**src/rtl/brake_bus_arbiter_pkg.sv**
```systemverilog
`default_nettype none
//==============================================================================
// Package  : brake_bus_pkg
// Desc     : Shared types and constants for the brake register-bus arbiter.
// Revision : 1.0 - initial release
//==============================================================================
package brake_bus_pkg;

    localparam int BUS_AW = 8;
    localparam int BUS_DW = 8;

    typedef enum logic [2:0] {
        ST_IDLE  = 3'b001,
        ST_OWN   = 3'b010,
        ST_GUARD = 3'b100
    } state_e;

    localparam logic c_csn_idle = 1'b1;
    localparam logic c_we_idle  = 1'b0;
    localparam logic c_re_idle  = 1'b0;

endpackage
`default_nettype wire

```
**src/rtl/brake_bus_arbiter_if.sv**
```systemverilog
`default_nettype none
//==============================================================================
// Interface: brake_bus_arbiter_if
// Desc     : Requester-side and controller-side signals of the brake bus arbiter.
// Revision : 1.0 - initial release
//==============================================================================
interface brake_bus_arbiter_if
    import brake_bus_pkg::*;
#(
    parameter int NUM_REQ = 3
);
    logic                      ms_pulse;
    logic [NUM_REQ-1:0]        req_bus_on;
    logic [NUM_REQ-1:0]        req_csn;
    logic [NUM_REQ-1:0]        req_we;
    logic [NUM_REQ-1:0]        req_re;
    logic [BUS_AW*NUM_REQ-1:0] req_addr;
    logic [BUS_DW*NUM_REQ-1:0] req_din;
    logic [NUM_REQ-1:0]        req_grant;
    logic [BUS_DW-1:0]         req_dout;
    logic [NUM_REQ-1:0]        req_revoke;
    logic                      bus_csn;
    logic                      bus_we;
    logic                      bus_re;
    logic [BUS_AW-1:0]         bus_addr;
    logic [BUS_DW-1:0]         bus_din;
    logic [BUS_DW-1:0]         bus_dout;
    logic [2:0]                owner_id;
    logic                      busy;

    modport master (
        input  ms_pulse, req_bus_on, req_csn, req_we, req_re, req_addr, req_din, bus_dout,
        output req_grant, req_dout, req_revoke, bus_csn, bus_we, bus_re, bus_addr, bus_din,
               owner_id, busy
    );

    modport slave (
        output ms_pulse, req_bus_on, req_csn, req_we, req_re, req_addr, req_din, bus_dout,
        input  req_grant, req_dout, req_revoke, bus_csn, bus_we, bus_re, bus_addr, bus_din,
               owner_id, busy
    );
endinterface
`default_nettype wire

```
**src/rtl/brake_bus_rr_pick.sv**
```systemverilog
`default_nettype none
//==============================================================================
// Module   : brake_bus_rr_pick
// Desc     : Winner select: requester 0 absolute, 1..NUM_REQ-1 round-robin.
// Revision : 1.0 - initial release
//==============================================================================
module brake_bus_rr_pick #(
    parameter int NUM_REQ = 3
) (
    input  wire logic [NUM_REQ-1:0] i_req,
    input  wire logic [2:0]         i_ptr,
    output logic      [2:0]         o_win,
    output logic                    o_vld
);
    logic [NUM_REQ-1:0] w_upper;

    always_comb begin
        w_upper = '0;
        o_win   = 3'd0;
        o_vld   = |i_req;
        for (int i = 1; i < NUM_REQ; i++) begin
            w_upper[i] = i_req[i] && (i >= int'(i_ptr));
        end
        // Downward scan leaves the lowest set index; fall back to the wrapped range.
        if (|w_upper) begin
            for (int i = NUM_REQ - 1; i >= 1; i--) begin
                if (w_upper[i]) o_win = 3'(i);
            end
        end else begin
            for (int i = NUM_REQ - 1; i >= 1; i--) begin
                if (i_req[i]) o_win = 3'(i);
            end
        end
        if (i_req[0]) o_win = 3'd0;
    end
endmodule
`default_nettype wire

```
**src/rtl/brake_bus_arbiter.sv**
```systemverilog
`default_nettype none
//==============================================================================
// Module   : brake_bus_arbiter
// Desc     : Single-owner arbiter for the brake CAN-controller register bus.
// Optional : BRAKE_BUS_HOLD_TIMEOUT_EN adds the HOLD_MS ownership revoke.
// Revision : 1.0 - initial release
//==============================================================================
module brake_bus_arbiter
    import brake_bus_pkg::*;
#(
    parameter int NUM_REQ      = 3,
    parameter int GUARD_CYCLES = 4,
    parameter int HOLD_MS      = 50
) (
    input  wire logic          clk,
    input  wire logic          rst,
    brake_bus_arbiter_if.master bus_if
);
    localparam logic [3:0] c_guard_last = (GUARD_CYCLES == 0) ? 4'd0 : 4'(GUARD_CYCLES - 1);
    localparam logic [2:0] c_last_req   = 3'(NUM_REQ - 1);

    state_e              r_state, w_next;
    logic [2:0]          r_owner, r_ptr, w_win;
    logic                w_win_vld, w_leave, w_timeout;
    logic [NUM_REQ-1:0]  r_grant, w_eligible;
    logic [3:0]          r_guard_cnt;
    logic                r_csn, r_we, r_re;
    logic [BUS_AW-1:0]   r_addr, w_own_addr;
    logic [BUS_DW-1:0]   r_din, r_dout, w_own_din;
    logic                w_own_on, w_own_csn, w_own_we, w_own_re;

    always_comb begin
        w_own_on   = 1'b0;
        w_own_csn  = c_csn_idle;
        w_own_we   = c_we_idle;
        w_own_re   = c_re_idle;
        w_own_addr = '0;
        w_own_din  = '0;
        for (int i = 0; i < NUM_REQ; i++) begin
            if (r_owner == 3'(i)) begin
                w_own_on   = bus_if.req_bus_on[i];
                w_own_csn  = bus_if.req_csn[i];
                w_own_we   = bus_if.req_we[i];
                w_own_re   = bus_if.req_re[i];
                w_own_addr = bus_if.req_addr[BUS_AW*i +: BUS_AW];
                w_own_din  = bus_if.req_din[BUS_DW*i +: BUS_DW];
            end
        end
    end

`ifdef BRAKE_BUS_HOLD_TIMEOUT_EN
    logic [7:0]         r_ms_cnt;
    logic [NUM_REQ-1:0] r_lockout, r_revoke;
    logic               w_revoke_now;

    assign w_timeout    = (r_state == ST_OWN) && (r_ms_cnt >= 8'(HOLD_MS));
    assign w_revoke_now = w_timeout && w_own_on;
    assign w_eligible   = bus_if.req_bus_on & ~r_lockout;
    assign bus_if.req_revoke = r_revoke;

    // Lockout survives until the revoked requester is seen with bus_on low.
    always_ff @(posedge clk) begin
        if (rst) begin
            r_ms_cnt  <= 8'd0;
            r_lockout <= '0;
            r_revoke  <= '0;
        end else begin
            if (r_state != ST_OWN) r_ms_cnt <= 8'd0;
            else if (bus_if.ms_pulse && r_ms_cnt != 8'hFF) r_ms_cnt <= r_ms_cnt + 8'd1;
            r_revoke  <= w_revoke_now ? r_grant : '0;
            r_lockout <= (r_lockout | (w_revoke_now ? r_grant : '0)) & bus_if.req_bus_on;
        end
    end
`else
    logic w_unused_ms;
    assign w_unused_ms       = bus_if.ms_pulse;
    assign w_timeout         = 1'b0;
    assign w_eligible        = bus_if.req_bus_on;
    assign bus_if.req_revoke = '0;
`endif

    brake_bus_rr_pick #(.NUM_REQ(NUM_REQ)) u_pick (
        .i_req (w_eligible),
        .i_ptr (r_ptr),
        .o_win (w_win),
        .o_vld (w_win_vld)
    );

    always_comb begin
        w_next = r_state;
        case (r_state)
            ST_IDLE:  if (w_win_vld) w_next = ST_OWN;
            ST_OWN:   if (!w_own_on || w_timeout) w_next = (GUARD_CYCLES == 0) ? ST_IDLE : ST_GUARD;
            ST_GUARD: if (r_guard_cnt == c_guard_last) w_next = ST_IDLE;
            default:  w_next = ST_IDLE;
        endcase
    end

    assign w_leave = (r_state == ST_OWN) && (w_next != ST_OWN);

    always_ff @(posedge clk) begin
        if (rst) begin
            r_state     <= ST_IDLE;
            r_owner     <= 3'd0;
            r_ptr       <= 3'd1;
            r_grant     <= '0;
            r_guard_cnt <= 4'd0;
            r_csn       <= c_csn_idle;
            r_we        <= c_we_idle;
            r_re        <= c_re_idle;
            r_addr      <= '0;
            r_din       <= '0;
            r_dout      <= '0;
        end else begin
            r_state     <= w_next;
            r_dout      <= bus_if.bus_dout;
            r_guard_cnt <= (r_state == ST_GUARD) ? r_guard_cnt + 4'd1 : 4'd0;
            if (r_state == ST_IDLE && w_win_vld) begin
                r_owner <= w_win;
                r_grant <= NUM_REQ'(1) << w_win;
            end
            if (w_leave) begin
                r_grant <= '0;
                if (r_owner != 3'd0) r_ptr <= (r_owner == c_last_req) ? 3'd1 : r_owner + 3'd1;
            end
            // Strobes only pass while ownership continues; addr/din hold otherwise.
            if (r_state == ST_OWN && w_next == ST_OWN) begin
                r_csn  <= w_own_csn;
                r_we   <= w_own_we;
                r_re   <= w_own_re;
                r_addr <= w_own_addr;
                r_din  <= w_own_din;
            end else begin
                r_csn  <= c_csn_idle;
                r_we   <= c_we_idle;
                r_re   <= c_re_idle;
            end
        end
    end

    assign bus_if.req_grant = r_grant;
    assign bus_if.req_dout  = r_dout;
    assign bus_if.bus_csn   = r_csn;
    assign bus_if.bus_we    = r_we;
    assign bus_if.bus_re    = r_re;
    assign bus_if.bus_addr  = r_addr;
    assign bus_if.bus_din   = r_din;
    assign bus_if.owner_id  = r_owner;
    assign bus_if.busy      = (r_state != ST_IDLE);
endmodule
`default_nettype wire
```
**src/flat_wrapper.sv**
```systemverilog
// flat-port wrapper written by rule: the top's interface ports become plain ports
module brake_bus_arbiter_flat import brake_bus_pkg::*;
#(
    parameter int NUM_REQ      = 3,
    parameter int GUARD_CYCLES = 4,
    parameter int HOLD_MS      = 50
)
  (clk, rst, bus_if_ms_pulse, bus_if_req_bus_on, bus_if_req_csn, bus_if_req_we, bus_if_req_re, bus_if_req_addr, bus_if_req_din, bus_if_bus_dout, bus_if_req_grant, bus_if_req_dout, bus_if_req_revoke, bus_if_bus_csn, bus_if_bus_we, bus_if_bus_re, bus_if_bus_addr, bus_if_bus_din, bus_if_owner_id, bus_if_busy);
  brake_bus_arbiter_if #(.NUM_REQ(NUM_REQ)) bus_if_i ();
  input  wire logic clk;
  input  wire logic rst;
  input wire logic [$bits(bus_if_i.ms_pulse)-1:0] bus_if_ms_pulse;
  input wire logic [$bits(bus_if_i.req_bus_on)-1:0] bus_if_req_bus_on;
  input wire logic [$bits(bus_if_i.req_csn)-1:0] bus_if_req_csn;
  input wire logic [$bits(bus_if_i.req_we)-1:0] bus_if_req_we;
  input wire logic [$bits(bus_if_i.req_re)-1:0] bus_if_req_re;
  input wire logic [$bits(bus_if_i.req_addr)-1:0] bus_if_req_addr;
  input wire logic [$bits(bus_if_i.req_din)-1:0] bus_if_req_din;
  input wire logic [$bits(bus_if_i.bus_dout)-1:0] bus_if_bus_dout;
  output wire logic [$bits(bus_if_i.req_grant)-1:0] bus_if_req_grant;
  output wire logic [$bits(bus_if_i.req_dout)-1:0] bus_if_req_dout;
  output wire logic [$bits(bus_if_i.req_revoke)-1:0] bus_if_req_revoke;
  output wire logic [$bits(bus_if_i.bus_csn)-1:0] bus_if_bus_csn;
  output wire logic [$bits(bus_if_i.bus_we)-1:0] bus_if_bus_we;
  output wire logic [$bits(bus_if_i.bus_re)-1:0] bus_if_bus_re;
  output wire logic [$bits(bus_if_i.bus_addr)-1:0] bus_if_bus_addr;
  output wire logic [$bits(bus_if_i.bus_din)-1:0] bus_if_bus_din;
  output wire logic [$bits(bus_if_i.owner_id)-1:0] bus_if_owner_id;
  output wire logic [$bits(bus_if_i.busy)-1:0] bus_if_busy;
  assign bus_if_i.ms_pulse = bus_if_ms_pulse;
  assign bus_if_i.req_bus_on = bus_if_req_bus_on;
  assign bus_if_i.req_csn = bus_if_req_csn;
  assign bus_if_i.req_we = bus_if_req_we;
  assign bus_if_i.req_re = bus_if_req_re;
  assign bus_if_i.req_addr = bus_if_req_addr;
  assign bus_if_i.req_din = bus_if_req_din;
  assign bus_if_i.bus_dout = bus_if_bus_dout;
  assign bus_if_req_grant = bus_if_i.req_grant;
  assign bus_if_req_dout = bus_if_i.req_dout;
  assign bus_if_req_revoke = bus_if_i.req_revoke;
  assign bus_if_bus_csn = bus_if_i.bus_csn;
  assign bus_if_bus_we = bus_if_i.bus_we;
  assign bus_if_bus_re = bus_if_i.bus_re;
  assign bus_if_bus_addr = bus_if_i.bus_addr;
  assign bus_if_bus_din = bus_if_i.bus_din;
  assign bus_if_owner_id = bus_if_i.owner_id;
  assign bus_if_busy = bus_if_i.busy;
  brake_bus_arbiter #(.NUM_REQ(NUM_REQ), .GUARD_CYCLES(GUARD_CYCLES), .HOLD_MS(HOLD_MS)) u_core (.clk(clk), .rst(rst), .bus_if(bus_if_i));
endmodule
```
**config.mk**
```make
export PLATFORM = sky130hd
export DESIGN_NAME = brake_bus_arbiter_flat
export DESIGN_NICKNAME = d
export VERILOG_FILES = /design/src/rtl/brake_bus_arbiter_pkg.sv /design/src/rtl/brake_bus_arbiter_if.sv /design/src/rtl/brake_bus_rr_pick.sv /design/src/rtl/brake_bus_arbiter.sv /design/src/flat_wrapper.sv
export SDC_FILE = /design/constraint.sdc
export NUM_CORES = 1
export LEC_CHECK = 0
export BUFFER_PORTS_ARGS = -buffer_cell sky130_fd_sc_hd__buf_2
export CAP_MARGIN = 10
export CORE_AREA = 2 2 76 78
export CTS_CLUSTER_SIZE = 25
export DETAILED_ROUTE_END_ITERATION = 10
export DIE_AREA = 0 0 78 80
export HOLD_SLACK_MARGIN = 0.08
export PLACE_DENSITY = 0.81
export SLEW_MARGIN = 20
export SYNTH_ARGS = -nofsm -noshare
export SYNTH_HDL_FRONTEND = slang
export SYNTH_SLANG_ARGS = --single-unit
```
**constraint.sdc**
```tcl
create_clock -name clk -period 1.5 [get_ports clk]
set_input_delay 0.075 -clock clk [delete_from_list [all_inputs] [get_ports clk]]
set_output_delay 0.075 -clock clk [all_outputs]
set_load 0.03 [all_outputs]
```
==> metrics.md, run 1 <==
| Metric | Value |
|---|---|
| Vias per cell | `approximately 5.3` |
| Max Freq | `approximately 690 MHz` |
| Avg Cell Area, Syn | `10.0 um2` |
| Post-synth cell types | `44` |
| Total power | `about 2.7 mW` |
| Share of cells above drive strength 1 | `0.544` |
| Final Cycle Share | `0.971` |
| Worst VDD drop | `approximately 0.42 mV` |
| Die Wd | `78 um` |
| Clock Latency Late Sink | `0.29 ns` |
| Wire length per cell | `~15 um` |
| EDFF count, synth | `0` |
| Most common cell after layout, fill and taps aside | `buf_2` |
| CP startpoint | `u_core.bus_if.owner_id[0]` |
| Final setup TNS | `0 ns` |
| Switching share of power | `0.301` |
| H-Tree Depth | `2` |
| Register area | `~860 um2` |
| Syn-to-layout area delta | `45.5%` |
| Vias in the first global route | `about 2100` |
| Synth Register Bits | `between 40 and 50` |
| CTS Buf Count | `5` |
| Comb power frac | `0.282` |
| Worst Path Required | `~1.7 ns` |
| Setup violators final | `0` |
| Sequential power share | `0.446` |
| CTS clock-pin slew for the worst setup and hold paths | `roughly 0.080 ns` |
| Reg2reg start | `u_core.bus_if.owner_id[0]` |
| Max Fanout on Critical Path | `14` |
| DRT Pass-1 Iters | `4` |
| Crit Path Category | `reg -> reg` |
| DR iter-0 viols | `81` |
| Share of the synthesized area in the top cell type | `0.395` |
| Final core occ | `0.573` |
| Hold Slack | `roughly 0.11 ns` |
| Critical Path End Type | `flop` |
| P_int | `1.91 mW` |
| Routed wire length | `roughly 6000 um` |
| Area taken by multi-input logic gates | `1220 um2` |
| Most used DFF post-synth | `dfxtp_1` |
| Final nets | `approximately 400` |
| Fin crit period | `roughly 1.5 ns` |
| Total Routing Usage GR | `0.190` |
| CTS tree | `built` |
| Cell Area, Synth | `2130 um2` |
| Top post-synthesis cells by area | `dfxtp_1 39%, mux2_2 10%, a221oi_1 7.8%, a22oi_1 7.1%, a211oi_1 6.0%` |
| Final ANT Viol Nets | `0` |
| Hpwl dp | `between 4000 and 5000 um` |
| Final Hold Fails | `0` |
| First-pass GRT wire length | `9640 um` |
| RSZ-0062 raised after global routing | `yes` |
| Placer congestion estimate | `about 0.78` |
| DIE AREA | `~6200 um2` |
| LEAKAGE | `around 1.4 nW` |
| Antenna violations before repair | `0` |
| Clock Path Buffers | `2` |
| Drc violations | `0` |
| Max cap viols | `0` |
| Ports | `around 110` |
| Sw power | `between 0.8 and 0.9 mW` |
| HP Start | `bus_if_req_bus_on[2]` |
| Port-buffer cells | `102` |
| GRT Residual Overflow | `0` |
| Initial Util | `0.394` |
| CTS sink cnt | `between 40 and 50` |
| Fraction of the yosys area taken by sequential cells | `0.395` |
| Startpoint types | `flop` |
| Setup Skew | `around 0.0030 ns` |
| Worst Hold Class | `in -> reg` |
| Die Y | `roughly 80 um` |
| Critical path arrival | `1.62 ns` |
| Pwr dens | `a little under 900 nW/um2` |
| Fillers | `490` |
| FP Rows | `27` |
| Final count of pins violating max slew | `0` |
| Root buf cell | `clkbuf_8` |
| Post-synth ARST share | `0` |
| Largest net degree at the start of global routing | `27` |
| Status | `finished, final reports clean` |
| Yosys warnings | `0` |
| Via count | `~2100` |
| Gate Count Post-Synth | `212` |
| Clock share of power | `0.272` |
| Core area | `~5400 um2` |
| Synth area leader | `dfxtp_1` |
| # diodes | `0` |
| Highest-count cells in the layout ignoring fill and taps | `101 x buf_2, 37 x dfxtp_1, 19 x a22oi_1, 19 x buf_4, 18 x mux2_2` |
critical path, cell delays in order, from the launching register on:
cell,delay (ns)
dfxtp_4,0.39
buf_4,0.23
mux2_2,0.36
a22oi_1,0.23
a211oi_2,0.12
registers in the layout (all words and copies together) (netlist names):
signal and flops:
u_core.r_state 3, u_core.bus_if.bus_csn 1, u_core.r_guard_cnt 4, u_core.bus_if.bus_we 1, u_core.bus_if.req_grant 3, u_core.bus_if.bus_addr 8, u_core.bus_if.owner_id 2, u_core.bus_if.req_dout 8
u_core.r_ptr 3, u_core.bus_if.bus_re 1, u_core.bus_if.bus_din 8
path summary, 6_finish.rpt:
path                            slack (ns)                  endpoint  cells past startpoint
worst max-delay path                  0.04  u_core.bus_if.bus_din[2]                      4
worst max register to register        0.04  u_core.bus_if.bus_din[2]                      4
worst min register to register        0.47     u_core.r_guard_cnt[0]                      1
worst min-delay path                  0.11           u_core.r_ptr[1]                      3
Yosys cell counts (all sizes together) (5+ instances only):
| cell type | count |
|---|---|
| buf | 18 |
| mux2 | 19 |
| a211oi | 17 |
| a221oi | 20 |
| nor2 | 9 |
| clkbuf | 9 |
| inv | 5 |
| a22oi | 20 |
| o21ai | 6 |
| nor2b | 9 |
| dfxtp | 42 |
| a21oi | 5 |
layout make-up:
class,instances,area share
well taps,72,0.0291
inverters,5,0.00606
multi-input cells,142,0.394
flip-flops and latches,42,0.277
repair buffers,134,0.265
clock buffers,7,0.0279
clock inverters,1,0.00161
cell families after synthesis:
logic type / share of synthesized area
compound gates: 0.281
xor+xnor: 0.00823
fa+ha+maj: 0.00587
buf+inv: 0.0958
flops: 0.395
mux: 0.105
other cells: 0.00176
simple gates: 0.108
per-layer routing:
metal	share of wire	GRT usage	up-vias
met4	0.014	0.0491	0
met3	0.061	0.0419	8
li1	-	-	1050
met2	0.52	0.334	87
met5	0	0	-
met1	0.41	0.236	991
power groups by stage:
stage	clock [mW]	combinational [mW]	sequential, mW
2_1_floorplan	0	0.419	1.31
3_3_place_gp	0	0.673	1.24
3_5_place_dp	0	0.690	1.24
4_1_cts	0.767	0.718	1.21
5_1_grt	0.820	0.829	1.22
6_report	0.742	0.769	1.21
stage by stage:
step	setup slack (ns)	area (um2)	cells
floorplan	-0.0634	2260	215
global placement	0.0448	2810	378
detailed placement	0.00146	2810	378
CTS	0.00132	3010	396
global route	-0.00712	3100	403
finish	0.0441	3100	403
timing repair:
action / 4_1_cts / 5_1_grt
endpoints found under the setup margin: 6 / 20
resized for setup: 2 / 11
setup buffers: 1 / 6
hold buffers: 9 / 0
endpoints found under the hold margin: 9 / 0
cloned: 0 / 1
pin swaps: 0 / 4
(Power assumes the default switching activity.)
==> run 2, diff against run 1 <==
- CELL_PAD_IN_SITES_DETAIL_PLACEMENT: not set -> 2
- CELL_PAD_IN_SITES_GLOBAL_PLACEMENT: not set -> 2
- CORE_AREA: 2 2 76 78 -> 2 2 100 102
- DIE_AREA: 0 0 78 80 -> 0 0 102 104
- PLACE_DENSITY: 0.81 -> 0.8
==> metrics.md, run 2 (synthesis results as in run 1) <==
| Metric | Value |
|---|---|
| Status | `finished, final reports clean` |
| Setup violators final | `0` |
| Vias in the first global route | `approximately 2500` |
| Final nets | `between 400 and 500` |
| Max Freq | `slightly below 700 MHz` |
| Initial Util | `0.223` |
| Max cap viols | `0` |
| Ports | `~110` |
| Highest-count cells in the layout ignoring fill and taps | `101 x buf_2, 37 x dfxtp_1, 20 x buf_4` |
| CTS tree | `built` |
| Clock share of power | `0.315` |
| Crit Path Category | `reg -> reg` |
| Fin crit period | `between 1 and 1.5 ns` |
| Worst VDD drop | `about 0.33 mV` |
| Worst Path Required | `around 1.7 ns` |
| FP Rows | `36` |
| Switching share of power | `0.301` |
| CTS Buf Count | `5` |
| Dpl cells | `between 400 and 500` |
| LEAKAGE | `approximately 1.4 nW` |
| Drc violations | `0` |
| Total power | `2.98 mW` |
| Die Y | `approximately 100 um` |
| Hpwl dp | `between 5000 and 6000 um` |
| Critical path arrival | `between 1.5 and 2 ns` |
| P_int | `between 2 and 2.5 mW` |
| Wire length per cell | `17.6 um` |
| Most common cell after layout, fill and taps aside | `buf_2` |
| H-Tree Depth | `2` |
| Worst slew margin | `0.613` |
| Placer congestion estimate | `between 0.7 and 0.8` |
| DRT Pass-1 Iters | `4` |
| CTS clock-pin slew for the worst setup and hold paths | `about 0.09 ns` |
| Share of cells above drive strength 1 | `0.578` |
| Root buf cell | `clkbuf_8` |
| Core area | `around 9500 um2` |
| Comb power frac | `0.276` |
| Final Cycle Share | `0.982` |
| CTS sink cnt | `42` |
| Sequential power share | `0.409` |
| Total Routing Usage GR | `0.154` |
| Worst Hold Class | `in -> reg` |
| Critical Path End Type | `flop` |
| Final ANT Viol Nets | `0` |
| Via count | `about 2200` |
| Antenna violations before repair | `0` |
| Port-buffer cells | `102` |
| DIE AREA | `between 10000 and 15000 um2` |
| Finished Layout Cells | `465` |
| Clock Path Buffers | `2` |
| Least-Margin Pin Slew | `0.581 ns` |
| DR iter-0 viols | `44` |
| Sw power | `~0.90 mW` |
| Final Hold Fails | `0` |
| Syn-to-layout area delta | `52.5%` |
| Vias per cell | `between 4 and 5` |
| First-pass GRT wire length | `12900 um` |
| Setup Skew | `about 0.012 ns` |
| Pwr dens | `about 920 nW/um2` |
| Final count of pins violating max slew | `0` |
| # diodes | `0` |
| Die Wd | `roughly 100 um` |
| Routed wire length | `approximately 8200 um` |
| RSZ-0062 raised after global routing | `yes` |
| Startpoint types | `flop` |
| GRT Residual Overflow | `0` |
| Clock Latency Late Sink | `about 0.30 ns` |
| Hold Slack | `between 0.1 and 0.15 ns` |
| Largest net degree at the start of global routing | `28` |
| Max Fanout on Critical Path | `7` |
run 2: power groups by stage:
stage	combinational [mW]	sequential [mW]	clock, mW
after global placement	0.703	1.24	0
final	0.822	1.22	0.937
after floorplan	0.419	1.31	0
after global routing	0.889	1.23	1.02
after detailed placement	0.728	1.24	0
after CTS	0.774	1.22	0.967
run 2: critical path: stages (launching register included):
cell and delay [ns]:
dfxtp_4 0.38, buf_4 0.15, nor3b_4 0.23, buf_4 0.16
a22oi_2 0.07, or3_1 0.36
run 2: routing by layer:
metal,wire [um],vias to the layer above,share of wire,track usage
met1,3340,1115,0.41,0.182
met5,0,-,0,0
met2,4220,70,0.52,0.269
met4,114,0,0.014,0.0457
met3,488,9,0.060,0.0397
li1,-,1055,-,-
run 2: timing repair:
| item | CTS | global route |
|---|---|---|
| setup endpoints to repair | 21 | 22 |
| hold endpoints to repair | 8 | 0 |
| resized for setup | 8 | 15 |
| hold buffers | 8 | 0 |
| pin swaps | 2 | 8 |
| setup buffers | 3 | 4 |
| gates cloned | 0 | 1 |
run 2: cell type report:
cell class / instances / area, um2
clock buffers: 6 / 82.6
well taps: 133 / 166
fillers: 1088 / 6300
multi-input cells: 142 / 1260
inverters: 5 / 18.8
repair buffers: 136 / 832
clock inverters: 1 / 30.0
flip-flops and latches: 42 / 857
run 2: worst paths after layout:
kind,slack (ns),depth (start not counted),to,start
worst max-delay path,0.03,5,u_core.bus_if.bus_csn,u_core.r_state[0]
worst min-delay path,0.13,3,u_core.r_ptr[1],bus_if_req_bus_on[2]
worst max register to register,0.03,5,u_core.bus_if.bus_csn,u_core.r_state[0]
worst min register to register,0.47,1,u_core.r_guard_cnt[0],u_core.r_guard_cnt[0]
run 2: through the flow:
stage | TNS, ns | setup WS (ns) | utilization | instance area, um2
final | 0 | 0.0276 | 0.340 | 3250
after global routing | -0.244 | -0.0476 | 0.340 | 3250
after CTS | 0 | 0.0109 | 0.329 | 3140
after detailed placement | -0.674 | -0.123 | 0.304 | 2900
after global placement | -0.00221 | -0.00221 | 0.304 | 2900
after floorplan | -0.465 | -0.0634 | - | 2260
==> run 3, diff against run 2 <==
- ABC_AREA: not set -> 1
- CORE_AREA: 2 2 100 102 -> 2 2 102 104
- DIE_AREA: 0 0 102 104 -> 0 0 104 106
- PLACE_DENSITY: 0.8 -> 0.82
==> metrics.md, run 3 <==
| Metric | Value |
|---|---|
| Startpoint types | `flop` |
| Vias in the first global route | `2663` |
| Port-buffer cells | `between 100 and 150` |
| Setup violators final | `0` |
| Clock Latency Late Sink | `between 0.2 and 0.3 ns` |
| DR iter-0 viols | `46` |
| Ports | `approximately 110` |
| CTS Buf Count | `5` |
| Critical path arrival | `1.53 ns` |
| Largest net degree at the start of global routing | `20` |
| Reg2Reg Depth | `8` |
| Drc violations | `0` |
| Final setup TNS | `0 ns` |
| GRT Residual Overflow | `0` |
| Cells on Worst Hold Path | `5` |
| Highest-count cells in the layout ignoring fill and taps | `102 x buf_2, 77 x nand2_1, 40 x dfxtp_1` |
| Wire length per cell | `13.9 um` |
| RSZ-0062 raised after global routing | `no` |
| Syn-to-layout area delta | `45.6%` |
| Final ANT Viol Nets | `0` |
| Hpwl dp | `~5700 um` |
| Post-synth ARST share | `0` |
| Max Fanout on Critical Path | `16` |
| Final core occ | `0.285` |
| Final Cycle Share | `0.896` |
| Fraction of the yosys area taken by sequential cells | `0.429` |
| Via count | `2238` |
| Share of the synthesized area in the top cell type | `0.429` |
| Root buf cell | `clkbuf_8` |
| Most common cell in the synthesized netlist | `nand2_1` |
| Most used DFF post-synth | `dfxtp_1` |
| Final Hold Fails | `0` |
| Post-synth cell types | `25` |
| Vias per cell | `4.21` |
| Max Freq | `roughly 740 MHz` |
| Max cap viols | `0` |
| Core area | `between 9000 and 10000 um2` |
| Setup Skew | `~0.0086 ns` |
| LEAKAGE | `approximately 1.4 nW` |
| Status | `finished, final reports clean` |
| First-pass GRT wire length | `approximately 13000 um` |
| Initial Util | `0.196` |
| FP Rows | `37` |
| Pwr dens | `about 960 nW/um2` |
| Antenna violations before repair | `0` |
| Clock Path Buffers | `2` |
| Final Instance Area | `about 2900 um2` |
| Finished Layout Cells | `532` |
| Gate Count Post-Synth | `between 200 and 300` |
| Worst Hold Class | `in -> reg` |
| Post-CTS Setup Bufs | `0` |
| Cell Area, Placed | `2620 um2` |
| Worst Path Required | `1.68 ns` |
| Yosys warnings | `0` |
| DRT Pass-1 Iters | `4` |
| Synth Register Bits | `between 40 and 50` |
| # diodes | `0` |
| Share of cells above drive strength 1 | `0.364` |
| Top post-synthesis cells by area | `dfxtp_1 43%, nand2_1 15%, nor2_1 7.3%, nand3_1 7.2%, o21ai_0 4.6%` |
| Placer congestion estimate | `0.733` |
| Die Y | `roughly 110 um` |
| Routed wire length | `approximately 7400 um` |
| Die Wd | `104 um` |
| Dpl cells | `513` |
| Total Routing Usage GR | `0.143` |
| CTS tree | `built` |
| Final count of pins violating max slew | `0` |
| CTS clock-pin slew for the worst setup and hold paths | `about 0.090 ns` |
| Final nets | `around 470` |
| Critical Path End Type | `flop` |
| Synth area leader | `dfxtp_1` |
| H-Tree Depth | `2` |
| Worst VDD drop | `around 0.37 mV` |
| DIE AREA | `between 10000 and 15000 um2` |
| EDFF count, synth | `0` |
| CTS sink cnt | `42` |
| Most common cell after layout, fill and taps aside | `buf_2` |
| Avg Cell Area, Syn | `between 7 and 8 um2` |
| Fin crit period | `1.34 ns` |
| Most instantiated cells after synthesis | `77 x nand2_1, 42 x dfxtp_1, 38 x nor2_1` |
| Cell Area, Synth | `between 1500 and 2000 um2` |
| Crit Path Category | `reg -> reg` |
==> run 3: logic make-up (layout without fill, tap and decap cells) <==
group           Yosys count  after routing  share of synthesized area
other cells               1              4                    0.00191
simple gates            166            166                      0.383
flops                    42             42                      0.429
buf+inv                  35            151                     0.0964
fa+ha+maj                 1              1                    0.00638
compound gates           32             32                     0.0837
==> run 3: where the power goes <==
group,leakage [nW],internal [mW],switching (mW)
combinational,1.04,0.228,0.392
clock,0.0504,0.495,0.406
sequential,0.344,1.17,0.0354
total,1.44,1.89,0.833
==> run 3: critical path, stage by stage, from the launching register on <==
cell,delay (ns)
dfxtp_4,0.40
inv_4,0.07
nand2_1,0.05
nand2_1,0.09
nand3_4,0.10
nor2_8,0.17
inv_4,0.14
nor2_1,0.14
nor2_1,0.06
==> run 3: final cells by class <==
type                            instances  area [um2]
Clock buffer                            5        68.8
Clock inverter                          3        45.0
Fill cell                            1241        7150
Inverter                               20        80.1
Multi-Input combinational cell        203         941
Sequential cell                        42         848
Tap cell                              136         170
Timing Repair Buffer                  123         699
==> run 3: timing repair <==
action,CTS,global route
endpoints found under the hold margin,11,0
hold buffers,11,0
setup endpoints to repair,0,17
resized for setup,0,3
==> run 3: final timing paths <==
check	start	end	slack, ns
setup / recovery	u_core.bus_if.owner_id[1]	u_core.bus_if.bus_addr[6]	0.16
hold reg to reg	u_core.r_guard_cnt[0]	u_core.r_guard_cnt[0]	0.46
setup reg to reg	u_core.bus_if.owner_id[1]	u_core.bus_if.bus_addr[6]	0.16
hold / removal	bus_if_req_we[0]	u_core.bus_if.bus_we	0.11
==> run 3: metal layers <==
metal	routed length, um	global-route usage
met1	2980	0.151
met2	3960	0.277
met3	333	0.0325
met4	98	0.0483
met5	0	0
==> run 3: stage by stage <==
step	hold slack, ns	total power, mW	worst slack (ns)
6_report	0.114	2.72	0.156
5_1_grt	0.136	2.91	0.0205
4_1_cts	0.100	2.79	0.0193
3_5_place_dp	0.286	1.84	0.0541
3_3_place_gp	0.275	1.81	0.159
2_1_floorplan	0.144	1.60	0.0654
